==> config.mk <==
export PLATFORM = sky130hd
export DESIGN_NAME = mul_div_unit
export DESIGN_NICKNAME = d
export VERILOG_FILES = /design/src/rtl/mul_div_unit_pkg.sv /design/src/rtl/mul_div_unit_step.sv /design/src/rtl/mul_div_unit.sv
export SDC_FILE = /design/constraint.sdc
export NUM_CORES = 1
export LEC_CHECK = 0
export CORE_UTILIZATION = 40
export CTS_CLUSTER_SIZE = 24
export DETAILED_ROUTE_END_ITERATION = 10
export PLACE_DENSITY = 0.59
export SLEW_MARGIN = 10
export SYNTH_ARGS = -nofsm -noshare
export SYNTH_HDL_FRONTEND = slang
export SYNTH_SLANG_ARGS = --single-unit
export TNS_END_PERCENT = 50
==> constraint.sdc <==
create_clock -name clk -period 4.5 [get_ports clk]
set_input_delay 0.45 -clock clk [delete_from_list [all_inputs] [get_ports clk]]
set_output_delay 0.45 -clock clk [all_outputs]
set_load 0.1 [all_outputs]
==> src/rtl/mul_div_unit_pkg.sv <==
// Shared definitions for the iterative HI/LO multiply/divide unit:
// operation codes and controller state encodings.
package mul_div_unit_pkg;

  localparam logic [2:0] MD_MULT  = 3'd0;
  localparam logic [2:0] MD_MULTU = 3'd1;
  localparam logic [2:0] MD_DIV   = 3'd2;
  localparam logic [2:0] MD_DIVU  = 3'd3;
  localparam logic [2:0] MD_MTHI  = 3'd4;
  localparam logic [2:0] MD_MTLO  = 3'd5;

  typedef enum logic [1:0] {
    IDLE = 2'd0,
    CALC = 2'd1,
    FIX  = 2'd2
  } md_state_e;

endpackage

==> src/rtl/mul_div_unit_step.sv <==
// One radix-2 iteration on magnitudes: shift-add multiply on {partial, multiplier},
// or restoring shift-subtract divide on {remainder, quotient}.
module md_step #(
  parameter int WIDTH = 32
) (
  input  logic               is_div,
  input  logic [2*WIDTH-1:0] acc,
  input  logic [WIDTH-1:0]   operand,
  output logic [2*WIDTH-1:0] acc_next
);

  logic [WIDTH:0] sum;
  logic [WIDTH:0] partial;
  logic [WIDTH:0] trial;

  // Compute both candidate updates and select by mode
  always_comb begin
    sum      = {1'b0, acc[2*WIDTH-1:WIDTH]} + {1'b0, operand};
    partial  = acc[2*WIDTH-1:WIDTH-1];
    trial    = partial - {1'b0, operand};
    acc_next = acc;
    if (is_div) begin
      // trial MSB set means the divisor did not fit: restore
      if (!trial[WIDTH]) begin
        acc_next = {trial[WIDTH-1:0], acc[WIDTH-2:0], 1'b1};
      end else begin
        acc_next = {partial[WIDTH-1:0], acc[WIDTH-2:0], 1'b0};
      end
    end else begin
      if (acc[0]) begin
        acc_next = {sum, acc[WIDTH-1:1]};
      end else begin
        acc_next = {1'b0, acc[2*WIDTH-1:1]};
      end
    end
  end

endmodule

==> src/rtl/mul_div_unit.sv <==
// Iterative multiply/divide unit owning HI/LO. Operands are processed as
// magnitudes for WIDTH cycles, then sign-corrected and committed in FIX.
module mul_div_unit
  import mul_div_unit_pkg::*;
#(
  parameter int WIDTH = 32
) (
  input  logic             clk,
  input  logic             reset_n,
  input  logic             start,
  input  logic [2:0]       op,
  input  logic [WIDTH-1:0] a,
  input  logic [WIDTH-1:0] b,
  input  logic             flush,
  output logic             busy,
  output logic             done,
  output logic [WIDTH-1:0] hi,
  output logic [WIDTH-1:0] lo
);

  localparam int CNT_W = $clog2(WIDTH) + 1;
  localparam logic [CNT_W-1:0] LAST_STEP = CNT_W'(WIDTH - 1);
  localparam logic [CNT_W-1:0] CNT_ONE   = {{(CNT_W-1){1'b0}}, 1'b1};

  md_state_e          state, state_next;
  logic [CNT_W-1:0]   counter, counter_next;
  logic [2*WIDTH-1:0] acc, acc_next, step_acc;
  logic [WIDTH-1:0]   operand, operand_next;
  logic               is_div, is_div_next;
  logic               neg_res, neg_res_next;
  logic               neg_rem, neg_rem_next;
  logic               div_zero, div_zero_next;
  logic               busy_next, done_next;
  logic [WIDTH-1:0]   hi_next, lo_next;
  logic               is_arith, is_signed, sign_a, sign_b;
  logic [WIDTH-1:0]   mag_a, mag_b, quo, rem;
  logic [2*WIDTH-1:0] product;

  md_step #(.WIDTH(WIDTH)) u_step (
    .is_div   (is_div),
    .acc      (acc),
    .operand  (operand),
    .acc_next (step_acc)
  );

  // Operand decode and sign-corrected views of the accumulator
  always_comb begin
    is_arith  = (op == MD_MULT) || (op == MD_MULTU) || (op == MD_DIV) || (op == MD_DIVU);
    is_signed = (op == MD_MULT) || (op == MD_DIV);
    sign_a    = is_signed & a[WIDTH-1];
    sign_b    = is_signed & b[WIDTH-1];
    mag_a     = sign_a ? -a : a;
    mag_b     = sign_b ? -b : b;
    product   = neg_res ? -acc : acc;
    quo       = acc[WIDTH-1:0];
    rem       = acc[2*WIDTH-1:WIDTH];
  end

  // State register
  always_ff @(posedge clk or negedge reset_n) begin
    if (!reset_n) begin
      state <= IDLE;
    end else begin
      state <= state_next;
    end
  end

  // Next-state logic; flush overrides everything but reset
  always_comb begin
    state_next = state;
    if (flush) begin
      state_next = IDLE;
    end else begin
      case (state)
        IDLE: begin
          if (start && is_arith) begin
            state_next = CALC;
          end else begin
            state_next = IDLE;
          end
        end
        CALC: begin
          if (counter == LAST_STEP) begin
            state_next = FIX;
          end else begin
            state_next = CALC;
          end
        end
        FIX:     state_next = IDLE;
        default: state_next = IDLE;
      endcase
    end
  end

  // Output and datapath next values
  always_comb begin
    counter_next  = counter;
    acc_next      = acc;
    operand_next  = operand;
    is_div_next   = is_div;
    neg_res_next  = neg_res;
    neg_rem_next  = neg_rem;
    div_zero_next = div_zero;
    hi_next       = hi;
    lo_next       = lo;
    done_next     = 1'b0;
    busy_next     = (state_next != IDLE);
    case (state)
      IDLE: begin
        if (start && !flush) begin
          if (op == MD_MTHI) begin
            hi_next = a;
          end else if (op == MD_MTLO) begin
            lo_next = a;
          end else if (is_arith) begin
            is_div_next   = (op == MD_DIV) || (op == MD_DIVU);
            neg_res_next  = sign_a ^ sign_b;
            neg_rem_next  = sign_a;
            div_zero_next = (b == {WIDTH{1'b0}});
            counter_next  = {CNT_W{1'b0}};
            // Multiply shifts the multiplier out of the low half; divide shifts the dividend
            if ((op == MD_DIV) || (op == MD_DIVU)) begin
              acc_next     = {{WIDTH{1'b0}}, mag_a};
              operand_next = mag_b;
            end else begin
              acc_next     = {{WIDTH{1'b0}}, mag_b};
              operand_next = mag_a;
            end
          end else begin
            counter_next = counter;
          end
        end else begin
          counter_next = counter;
        end
      end
      CALC: begin
        acc_next     = step_acc;
        counter_next = counter + CNT_ONE;
      end
      FIX: begin
        if (!flush) begin
          done_next = 1'b1;
          if (is_div) begin
            lo_next = div_zero ? {WIDTH{1'b1}} : (neg_res ? -quo : quo);
            hi_next = neg_rem ? -rem : rem;
          end else begin
            {hi_next, lo_next} = product;
          end
        end else begin
          done_next = 1'b0;
        end
      end
      default: begin
        done_next = 1'b0;
      end
    endcase
  end

  // Registered outputs and datapath state
  always_ff @(posedge clk or negedge reset_n) begin
    if (!reset_n) begin
      counter  <= {CNT_W{1'b0}};
      acc      <= {(2*WIDTH){1'b0}};
      operand  <= {WIDTH{1'b0}};
      is_div   <= 1'b0;
      neg_res  <= 1'b0;
      neg_rem  <= 1'b0;
      div_zero <= 1'b0;
      busy     <= 1'b0;
      done     <= 1'b0;
      hi       <= {WIDTH{1'b0}};
      lo       <= {WIDTH{1'b0}};
    end else begin
      counter  <= counter_next;
      acc      <= acc_next;
      operand  <= operand_next;
      is_div   <= is_div_next;
      neg_res  <= neg_res_next;
      neg_rem  <= neg_rem_next;
      div_zero <= div_zero_next;
      busy     <= busy_next;
      done     <= done_next;
      hi       <= hi_next;
      lo       <= lo_next;
    end
  end

endmodule

After elaboration in Yosys (flattened, before gate mapping)
Cells that the tools add are included.
{ "word_totals": {"reg_bits": 174, "input_bits": 71, "output_inout_bits": 66, "word_cells": 96} }
{ "classes": {"add_sub_neg": 8, "eq_ne": 15, "mux": 38, "bitwise": 5, "n_reduce_logical": 18} }
{ "ops": {"columns": ["operator", "n"], "rows": [
  ["$mux 32", 16],
  ["$mux 64", 8],
  ["$neg 32->32", 4],
  ["$pmux 32 s2", 2],
  ["$pmux 64 s2", 1],
  ["$neg 64->64", 1],
  ["$add 32x32->33", 1],
  ["$sub 33x32->33", 1],
  ["$logic_not 32->1", 1],
  ["$mux 6", 4],
  ["$reduce_and 5->1", 3],
  ["$ne 2x2->1 const B", 7],
  ["$pmux 6 s2", 1],
  ["$add 6x1->6 const B", 1],
  ["$eq 3x2->1 const B", 2],
  ["$eq 3x3->1 const B", 2],
  ["$eq 6x5->1 const B", 1],
  ["$reduce_bool 2->1", 3],
  ["$logic_or 1x1->1", 5],
  ["$mux 2", 2],
  ["$pmux 2 s2", 1],
  ["$reduce_and 4->1", 1],
  ["$eq 3x1->1 const B", 1],
  ["$logic_not 3->1", 1],
  ["other kinds (9)", 14]
]} }

Depth between registers and ports, before layout
Gate-level depths: netlist of the first run.
{ "logic_depth": {"depth_word": 10, "depth_mapped": 14} }

Hierarchy
From an unflattened synthesis of the first run, not the netlist that was laid out.
{ "unflattened": {"cells_unflattened": 1858, "hier_area_um2": 15209.6} }
{ "by_module_without_submodules": {"columns": ["module", "instances", "cells_each", "area_each_um2", "seq_area_each_um2"], "rows": [
  ["mul_div_unit", 1, 1168, 10488.8, 4354.2],
  ["md_step", 1, 690, 4720.8, 0.0]
]} }

Worst setup path after synthesis of the first run
OpenSTA, ideal clock, no wires.
{ "synth_timing": {"kind": "register -> register", "from": "register acc[44]", "to": "register acc[43]", "setup_ns": 0.129, "t_arrival_ns": 2.883, "t_required_ns": 4.371, "path_slack_ns": 1.488, "stages_incl_launch_ff": 12, "path_cell_list": "dfrtp_1 ha_1 a211oi_1 o211ai_1 a221oi_2 nand3_1 a31o_1 a211oi_4 buf_2 mux2i_1 a2bb2oi_1 o21ai_1"} }
{ "synth_via": {"elab_chain_cells": 4, "elab_cells_between_ends": 6, "cone_classes": "add/sub: 2; mux: 4"} }
{ "synth_lines": {"columns": ["element", "line_no", "source"], "rows": [
  ["start: declaration", "mul_div_unit.sv:27", "logic [2*WIDTH-1:0] acc, acc_next, step_acc;"],
  ["start signal: assignment", "mul_div_unit.sv:163", "acc <= {(2*WIDTH){1'b0}};"],
  ["start signal: assignment", "mul_div_unit.sv:175", "acc <= acc_next;"],
  ["$sub 33x32->33 or $add 32x32->33 (tied branches)", "mul_div_unit_step.sv:20, mul_div_unit_step.sv:18", null],
  ["$mux 64 (on tied branches)", "mul_div_unit_step.sv:24, mul_div_unit_step.sv:30", null],
  ["$mux 64 *", "mul_div_unit_step.sv:22", "if (is_div) begin"],
  ["$pmux 64 s2 *", "mul_div_unit.sv:108", "case (state)"]
]} }
Every way passes the cells marked *; elsewhere a longest branch is shown, timed or not.
A chain may end at the register's enable or synchronous reset.

Final worst setup path of the first run
{ "layout_timing": {"from": "register acc[32]", "to": "register acc[61]"} }
The elaborated chain is that of the path after synthesis.

==> results.ini, run 1 <==
[setup_path]
critPathKind = register to register
cp.required_ns = 4.90
cp_common_cell = o21ai_1
path_max_fanout = 7
cp_cell_sequence = ha_1 -> inv_1 -> fa_1 -> nand2b_1 -> a21oi_1 -> o21ai_1 -> o211ai_1 -> a31o_2 -> a211oi_1 -> or4_1 -> a41o_1 -> o21ai_1
endpoint_kind = register
reg2reg_from = acc[32]$_DFFE_PN0P_
worst-path-stages = 12
r2r_cells = 12
slowest_delay_ns = 0.53
startpoint = acc[32]$_DFFE_PN0P_
path_buf_inv = 1
cp_slowest_cell = o211ai_1
crit_arrival_ns = 3.96
path_delay_family = compound AO/OA/AOI/OAI gates
critPathLaunchType = register

[timing]
finalCritPeriodShare_pct = 79.2
worst_slew_pin_slew_ns = 1.04
fin_worst_skew_ns = 0.0151
finalSetupViolCount = 0
final.min_clock_period_ns = 3.56
final-hold-violation-count = 0
max-slew-margin-rel_pct = 31.0
fmax_mhz = 281
drv_slew = 0
fin_setup_tns_ns = 0
rsz0062_at_grt = false
hold_slack_ns = 0.0356

[place]
place.gp.congestion = 0.983
portBuffers = 136
dp_hpwl_mm = 44.7
dpl-instance-area_um2 = 17100

[run_status]
status = finished, final reports clean

[clocking]
cts_setup_buffers = 0
cts-resized-gates = 0
htreeDepth = 4
hold_buffers = 0
numClockSinks = 174
clk_pin_slew_ns = 0.08
cts_tree = built
clockRootBuffer = clkbuf_16
clk_latency_ns = 0.47
clk_path_buf_depth = 2
numCtsBuffers = 17

[finish]
num_antenna_cells = 0
layout_common_cells = nand2_1 (254), dfrtp_1 (172), nor2_1 (159), a21oi_1 (153), clkdlybuf4s50_1 (134)
fin_nets = 2157
final_layout_size_suffix_gt1_share_pct = 6.41
fill_cells = 3715
fin_area_um2 = 17800
final_util_pct = 48.0
layout_commonest_cell = nand2_1
syn_to_final_growth_pct = 16.9

[grt]
grt_max_degree = 88
overflow = 0
grt_use_total_pct = 30.1
antenna_found_initial = 0
grt_pass1_vias = 14309
grt_pass1_wl_mm = 87.9

[synthesis]
synth_ff_type = dfrtp_1
syn_area_um2 = 15200
synth_nets = 2083
synthDistinctLibCells = 85
ys_ff_latch = 174
ys_seq_area_share_pct = 28.7
ys_warn_count = 0
synth_edf_count = 0
synthArstFlopShare_pct = 100
postSynthCellCount = 1941
avgSynthCellArea_um2 = 7.82

[floorplan]
fp.dieH_um = 197
num_rows = 70
core_area_um2 = 37000
chipWidth_um = 197
start_util_pct = 41.1
ios = 137
die_area_um2 = 38700

[route]
postRouteAntennaNets = 0
totalWireLength_mm = 58.2
drc_errors = 0
vias = 15209
drt_first_pass_iters = 5
drt-vias-per-instance = 6.01
wl_per_cell_um = 23.0
drt-initial-drc-count = 1534

[power]
finalPower_mw = 15.9
p_leak_nw = 7.43
p_per_area_nw_per_um2 = 897
vdd_drop_max_mv = 0.334

[hold_path]
hold_path_class = primary input to asynchronous set/reset pin

[flow_run]
cap_violations = 0

-- metrics by stage --
step	setup slack, ns	std cells
2_1_floorplan	1.49	1941
6_report	0.936	2532
3_3_place_gp	0.922	2500
4_1_cts	0.982	2532
3_5_place_dp	0.842	2500
5_1_grt	0.688	2532
-- Yosys cell counts, types with 18 or more instances --
master | instances | area (um^2)
o211ai_1 | 18 | 135
xor2_1 | 80 | 701
o31ai_1 | 29 | 218
xnor2_1 | 92 | 806
dfrtp_1 | 174 | 4350
o21ai_1 | 73 | 365
inv_1 | 63 | 236
a21o_1 | 38 | 285
nor2_1 | 160 | 601
a31oi_1 | 34 | 213
o22ai_1 | 30 | 188
nand2_1 | 255 | 957
a21oi_1 | 153 | 766
nand3_1 | 25 | 125
nor3_1 | 39 | 195
a211oi_1 | 19 | 143
clkbuf_1 | 108 | 405
nand2b_1 | 21 | 131
o221ai_1 | 24 | 210
ha_1 | 69 | 863
mux2i_1 | 80 | 801
o21ai_0 | 127 | 636
-- worst reg2reg max path: stages (launching register included) --
cell      delay, ns
dfrtp_1        0.48
ha_1           0.24
inv_1          0.07
fa_1           0.39
nand2b_1       0.18
a21oi_1        0.22
o21ai_1        0.15
o211ai_1       0.53
a31o_2         0.33
a211oi_1       0.13
or4_1          0.41
a41o_1         0.25
o21ai_1        0.12
-- where the power goes --
group	leakage, nW	switching (mW)	total [mW]	internal (mW)
Sequential	2.20	0.915	3.16	2.25
Combinational	4.91	7.21	11.0	3.81
Clock	0.319	0.750	1.75	0.996
-- layer usage --
| metal | GRT usage [%] | vias up | routed length [um] |
|---|---|---|---|
| met5 | 0 | - | 0 |
| met4 | 7.67 | 0 | 1180 |
| met3 | 6.14 | 63 | 4580 |
| met2 | 45.3 | 624 | 25100 |
| met1 | 43.7 | 7391 | 27300 |
| li1 | - | 7131 | - |
-- path summary, 6_finish.rpt --
path	endpoint	slack (ns)
max in group asynchronous	acc[6]$_DFFE_PN0P_	3.49
min in group clk	lo[12]$_DFFE_PN0P_	0.43
min reg2reg	state[1]$_DFF_PN0_	0.48
max	acc[61]$_DFFE_PN0P_	0.94
min	lo[16]$_DFFE_PN0P_	0.04
max reg2reg	acc[61]$_DFFE_PN0P_	0.94
-- registers in the layout, summed over array words and instances, names as in the netlist --
signal / flops
state: 2
neg_rem: 1
operand: 32
busy: 1
lo: 32
counter: 6
neg_res: 1
acc: 64
is_div: 1
done: 1
div_zero: 1
hi: 32
-- cells by family (layout without fill, tap and decap cells) --
family                   Yosys count  in the layout  share of synthesized area, %
AND/OR/NAND/NOR                  619            619                          18.9
buffers and inverters            193            280                          4.88
AO/OA/AOI/OAI                    621            621                          25.5
adder cells (fa/ha/maj)           71             71                          5.95
multiplexers                      91             91                          6.09
XOR/XNOR                         172            172                          9.92
flip-flops                       174            174                          28.7
-- final cells by class --
| cell class | instances | area, um^2 | share of cell area, % |
|---|---|---|---|
| multi-input cells | 1574 | 10100 | 57.1 |
| flip-flops and latches | 174 | 4360 | 24.5 |
| repair buffers | 183 | 1740 | 9.78 |
| well taps | 504 | 631 | 3.55 |
| clock buffers | 17 | 425 | 2.40 |
| inverters | 65 | 244 | 1.37 |
| clock inverters | 15 | 233 | 1.31 |
Power figures use the tool's default switching activity.
==> run 2: changes to the inputs <==
==> constraint.sdc (replaced) <==
create_clock -name clk -period 3.61 [get_ports clk]
set_input_delay 0.361 -clock clk [delete_from_list [all_inputs] [get_ports clk]]
set_output_delay 0.361 -clock clk [all_outputs]
set_load 0.1 [all_outputs]
==> run 2 against run 1 <==
Net effect:
- via count increased by 2.6%
- setup slack got worse by 0.73 ns
- clock power rose by 17%
- count of clock-buffer cells in the layout is 2 higher
- worst hold slack improved by 0.40 ns
- clock skew is 0.0086 ns higher
- power grew 26%
- routed wire length up 3.2%
- critical path depth unchanged
- combinational power increased by 29%
- largest power group unchanged
==> results.ini, run 2 (same netlist as run 1, synthesis figures left out) <==
[route]
drt-vias-per-instance = 6.01  ; about the same
drt_first_pass_iters = 5  ; unchanged
drt-initial-drc-count = 1641  ; +7.0%
drc_errors = 0  ; unchanged
vias = 15611  ; +2.6%
wl_per_cell_um = 23.1  ; +0.54%
postRouteAntennaNets = 0  ; unchanged
totalWireLength_mm = 60.1  ; +3.2%

[grt]
grt_pass1_vias = 14531  ; +1.6%
overflow = 0  ; unchanged
grt_use_total_pct = 31.0  ; +0.92 points
grt_max_degree = 77  ; -13%
antenna_found_initial = 0  ; unchanged
grt_pass1_wl_mm = 90.5  ; +3.0%

[floorplan]
num_rows = 70  ; unchanged
ios = 137  ; unchanged
start_util_pct = 41.1  ; unchanged
core_area_um2 = 37000  ; unchanged
die_area_um2 = 38700  ; unchanged
chipWidth_um = 197  ; unchanged
fp.dieH_um = 197  ; unchanged

[timing]
drv_slew = 0  ; unchanged
final-hold-violation-count = 0  ; unchanged
fin_worst_skew_ns = 0.0237  ; +0.00865 ns
hold_slack_ns = 0.434  ; +0.398 ns
finalCritPeriodShare_pct = 94.2  ; +15 points
fmax_mhz = 294  ; +4.8%
finalSetupViolCount = 0  ; unchanged
rsz0062_at_grt = false
max-slew-margin-rel_pct = 18.2  ; -13 points
worst_slew_pin_slew_ns = 1.23  ; +0.190 ns
setup_ws_ns = 0.209  ; -0.727 ns
final.min_clock_period_ns = 3.40  ; -0.163 ns
fin_setup_tns_ns = 0  ; unchanged

[setup_path]
reg2reg_from = acc[33]$_DFFE_PN0P_
r2r_cells = 12  ; unchanged
path_max_fanout = 10  ; +3
rrSetupSlack_ns = 0.21  ; -0.73 ns
endpoint_kind = register
reg2reg_to = acc[59]$_DFFE_PN0P_
cp.required_ns = 3.94  ; -0.96 ns
critPathKind = register to register
crit_arrival_ns = 3.74  ; -0.22 ns
critPathLaunchType = register

[power]
p_leak_nw = 7.74  ; +4.2%
vdd_drop_max_mv = 0.435  ; +30%
p_per_area_nw_per_um2 = 1100  ; +22%

[finish]
largest_reg_flops = 64  ; unchanged
final_util_pct = 49.4  ; +1.3 points
layout_commonest_cell = nand2_1
layout_common_cells = nand2_1 (254), dfrtp_1 (171), nor2_1 (159), a21oi_1 (153), clkdlybuf4s50_1 (134)
fin_nets = 2222  ; +3.0%
max_flop_register = acc
syn_to_final_growth_pct = 20.1
final_layout_size_suffix_gt1_share_pct = 9.36  ; +3.0 points

[place]
place.gp.congestion = 0.981  ; -0.19%
dp_hpwl_mm = 46.0  ; +2.9%
pre_cts_ws_ns = 0.137  ; -0.704 ns
portBuffers = 136  ; unchanged

[clocking]
clk_latency_ns = 0.47  ; about the same
clk_path_buf_depth = 2  ; unchanged
clk_pin_slew_ns = 0.08  ; about the same
htreeDepth = 4  ; unchanged
numClockSinks = 174  ; unchanged
cts_tree = built
numCtsBuffers = 17  ; unchanged
clockRootBuffer = clkbuf_16

[run_status]
status = finished, final reports clean

[flow_run]
cap_violations = 0  ; unchanged

[hold_path]
hold_path_class = primary input to asynchronous set/reset pin

-- run 2: final cells by class --
type,count,area [um^2]
fillers,3692,18700
multi-input cells,1574,10100
flip-flops and latches,174,4360
repair buffers,248,2250
well taps,504,631
clock buffers,19,453
inverters,65,244
clock inverters,13,170
diodes,1,2.50
-- run 2: what timing repair did --
action	4_1_cts	5_1_grt
hold buffers	1	0
hold endpoints to repair	47	0
endpoints found under the setup margin	0	8
setup buffers	0	2
resized for setup	0	2
-- run 2: critical path: stages (launching register included) --
cell	delay, ns
dfrtp_1	0.56
inv_1	0.15
fa_1	0.48
nand2b_1	0.18
a21oi_1	0.26
o21ai_1	0.18
o211ai_1	0.18
buf_4	0.18
a31o_2	0.22
a211oi_1	0.13
xnor2_1	0.15
mux2_2	0.28
a221o_1	0.32
-- run 2: worst max path at each step --
stage                                   start  slack [ns]                   to
after floorplan           acc[44]$_DFFE_PN0P_        0.60  acc[43]$_DFFE_PN0P_
after global placement                   a[0]        0.18  acc[28]$_DFFE_PN0P_
after detailed placement  acc[32]$_DFFE_PN0P_        0.14  acc[55]$_DFFE_PN0P_
after CTS                 acc[32]$_DFFE_PN0P_        0.12  acc[55]$_DFFE_PN0P_
after global routing      acc[33]$_DFFE_PN0P_        0.09  acc[61]$_DFFE_PN0P_
final                     acc[33]$_DFFE_PN0P_        0.21  acc[59]$_DFFE_PN0P_
-- run 2: routing by layer --
layer	vias to the layer above	GRT usage (%)	share of wire, %
met5	-	0	0
met4	0	11.2	3.6
met3	100	5.10	8.8
met2	790	46.5	43
met1	7476	44.7	45
li1	7245	-	-
-- run 2: power by group --
| group | leakage, nW | total [mW] | switching, mW | internal (mW) |
|---|---|---|---|---|
| clock | 0.304 | 2.05 | 0.955 | 1.09 |
| combinational | 5.24 | 14.2 | 9.15 | 5.06 |
| sequential | 2.20 | 3.76 | 0.961 | 2.80 |
-- run 2: metrics by stage --
| step | instance area (um^2) | instances | power (mW) |
|---|---|---|---|
| 4_1_cts | 18200 | 2595 | 19.8 |
| 2_1_floorplan | 15200 | 1941 | 13.7 |
| 3_3_place_gp | 17600 | 2562 | 17.6 |
| 5_1_grt | 18200 | 2597 | 21.3 |
| 6_report | 18200 | 2598 | 20.0 |
| 3_5_place_dp | 17600 | 2562 | 17.7 |
==> run 3: changes to the inputs <==
--- a/config.mk
+++ b/config.mk
@@ -5,6 +5,7 @@
 export SDC_FILE = /design/constraint.sdc
 export NUM_CORES = 1
 export LEC_CHECK = 0
+export CAP_MARGIN = 20
 export CORE_UTILIZATION = 40
 export CTS_CLUSTER_SIZE = 24
 export DETAILED_ROUTE_END_ITERATION = 10
==> run 3 against run 2 <==
Net effect:
- clock skew fell by 0.0028 ns
- count of clock-buffer cells in the layout did not move
- power rose by 0.11%
- clock power barely moved
- via count rose by 0.31%
- worst hold slack got worse by 0.011 ns
- sequential power barely moved
- first-iteration DRC count fell by 2.7%
- sequential share of layout area barely moved
- largest cell class unchanged
- highest routed layer unchanged
==> results.ini, run 3 (same netlist as run 1, synthesis figures left out) <==
[run_status]
status = finished, final reports clean

[timing]
setup_ws_ns = 0.156  ; -0.0529 ns
worst_slew_pin_slew_ns = 1.01  ; -0.220 ns
fin_worst_skew_ns = 0.0209  ; -0.00284 ns
finalCritPeriodShare_pct = 95.7  ; +1.5 points
finalSetupViolCount = 0  ; unchanged
fmax_mhz = 289  ; -1.5%
drv_slew = 0  ; unchanged
final.min_clock_period_ns = 3.45  ; +0.0529 ns
max-slew-margin-rel_pct = 32.8  ; +15 points
final-hold-violation-count = 0  ; unchanged
fin_setup_tns_ns = 0  ; unchanged
rsz0062_at_grt = false

[route]
totalWireLength_mm = 60.3  ; +0.37%
drt-vias-per-instance = 6.03  ; +0.35%
drt-initial-drc-count = 1596  ; -2.7%
wl_per_cell_um = 23.2  ; +0.41%
postRouteAntennaNets = 0  ; unchanged
drt_first_pass_iters = 7  ; +2
vias = 15660  ; +0.31%
drc_errors = 0  ; unchanged

[place]
pre_cts_ws_ns = 0.121  ; -0.0160 ns
place.gp.congestion = 0.981  ; unchanged
dp_hpwl_mm = 46.1  ; +0.16%
dpl.cell_count = 2563  ; +0.039%
portBuffers = 136  ; unchanged

[floorplan]
die_area_um2 = 38700  ; unchanged
fp.dieH_um = 197  ; unchanged
ios = 137  ; unchanged
chipWidth_um = 197  ; unchanged
start_util_pct = 41.1  ; unchanged
core_area_um2 = 37000  ; unchanged
num_rows = 70  ; unchanged

[hold_path]
hold_path_class = primary input to asynchronous set/reset pin

[setup_path]
critPathKind = register to register
endpoint_kind = register
path_max_fanout = 10  ; unchanged
critPathLaunchType = register
crit_arrival_ns = 3.80  ; +0.06 ns
cp.required_ns = 3.96  ; +0.02 ns

[finish]
syn_to_final_growth_pct = 20.2  ; about the same
fin_nets = 2222  ; unchanged
max_flop_register = acc
layout_commonest_cell = nand2_1
largest_reg_flops = 64  ; unchanged
num_antenna_cells = 0  ; -1
instances_no_fill = 2597  ; -0.038%
layout_common_cells = nand2_1 (254), dfrtp_1 (171), nor2_1 (159), a21oi_1 (153), clkdlybuf4s50_1 (134)
final_util_pct = 49.4  ; about the same
final_layout_size_suffix_gt1_share_pct = 9.36  ; unchanged

[clocking]
clk_pin_slew_ns = 0.08  ; about the same
numCtsBuffers = 17  ; unchanged
clk_latency_ns = 0.48  ; about the same
clockRootBuffer = clkbuf_16
cts_tree = built
clk_path_buf_depth = 2  ; unchanged
numClockSinks = 174  ; unchanged
htreeDepth = 4  ; unchanged

[grt]
overflow = 0  ; unchanged
grt_pass1_vias = 14603  ; +0.50%
antenna_found_initial = 0  ; unchanged
grt_use_total_pct = 31.1  ; +0.10 points
grt_max_degree = 77  ; unchanged
grt_pass1_wl_mm = 90.7  ; +0.18%

[power]
p_leak_nw = 7.75  ; about the same
p_int_mw = 8.95  ; about the same
switching_power_mw = 11.1  ; +0.21%
clockPowerShare_pct = 10.3  ; about the same
seqPwrFrac_pct = 18.8  ; about the same
p_sw_share_pct = 55.3  ; about the same
finalPower_mw = 20.0  ; +0.11%
vdd_drop_max_mv = 0.477  ; +9.6%
p_comb_share_pct = 70.9  ; about the same
p_per_area_nw_per_um2 = 1100  ; about the same

[flow_run]
cap_violations = 0  ; unchanged

-- run 3: cell types whose count changed in the layout (fill, tap and decap cells not counted), sizes merged --
cell and change:
diode -1
-- run 3: final cells by class --
type / count / area (um^2)
Clock buffer: 19 / 453
Clock inverter: 13 / 170
Fill cell: 3681 / 18700
Inverter: 65 / 244
Multi-Input combinational cell: 1574 / 10100
Sequential cell: 174 / 4360
Tap cell: 504 / 631
Timing Repair Buffer: 248 / 2260
-- run 3: per-stage QoR --
step / hold WS [ns] / instance area (um^2)
after floorplan: 0.0654 / 15200
after global placement: 0.372 / 17600
after detailed placement: 0.372 / 17600
after CTS: 0.446 / 18200
after global routing: 0.453 / 18200
final: 0.422 / 18200
-- run 3: critical path: stages, from the launching register on --
cell and delay, ns:
dfrtp_1 0.57, inv_1 0.15, fa_1 0.47, nand2b_1 0.19, a21oi_1 0.27, o21ai_1 0.18, o211ai_1 0.18, buf_4 0.18
a31o_2 0.22, a211oi_1 0.14, xnor2_1 0.16, mux2_2 0.28, a221o_1 0.33
-- run 3: path summary, 6_finish.rpt --
check | from | end | slack, ns | depth (start not counted)
min in group clk | op[1] | operand[26]$_DFFE_PN0P_ | 0.45 | 3
min reg2reg | lo[20]$_DFFE_PN0P_ | lo[20]$_DFFE_PN0P_ | 0.48 | 2
min | reset_n | acc[22]$_DFFE_PN0P_ | 0.42 | 2
max in group asynchronous | reset_n | acc[47]$_DFFE_PN0P_ | 2.38 | 3
max reg2reg | acc[33]$_DFFE_PN0P_ | acc[59]$_DFFE_PN0P_ | 0.16 | 12
max | acc[33]$_DFFE_PN0P_ | acc[59]$_DFFE_PN0P_ | 0.16 | 12
-- run 3: power groups by stage --
stage          registers (mW)  clock network (mW)  logic [mW]
2_1_floorplan            5.79                   0        7.90
3_3_place_gp             3.75                   0        13.8
3_5_place_dp             3.77                   0        14.0
4_1_cts                  3.74                2.07        14.0
5_1_grt                  3.86                2.14        15.3
6_report                 3.77                2.06        14.2
-- run 3: what timing repair did --
item	in CTS	in global routing
endpoints found under the hold margin	47	0
hold buffers	1	0
resized for setup	0	2
buffers inserted	0	1
endpoints found under the setup margin	0	8
-- run 3: per-layer routing --
metal	part of all wire [%]	GRT usage (%)	vias to the layer above
li1	-	-	7240
met1	45	45.2	7575
met2	44	47.2	753
met3	8.3	4.35	92
met4	2.9	10.5	0
met5	0	0	-
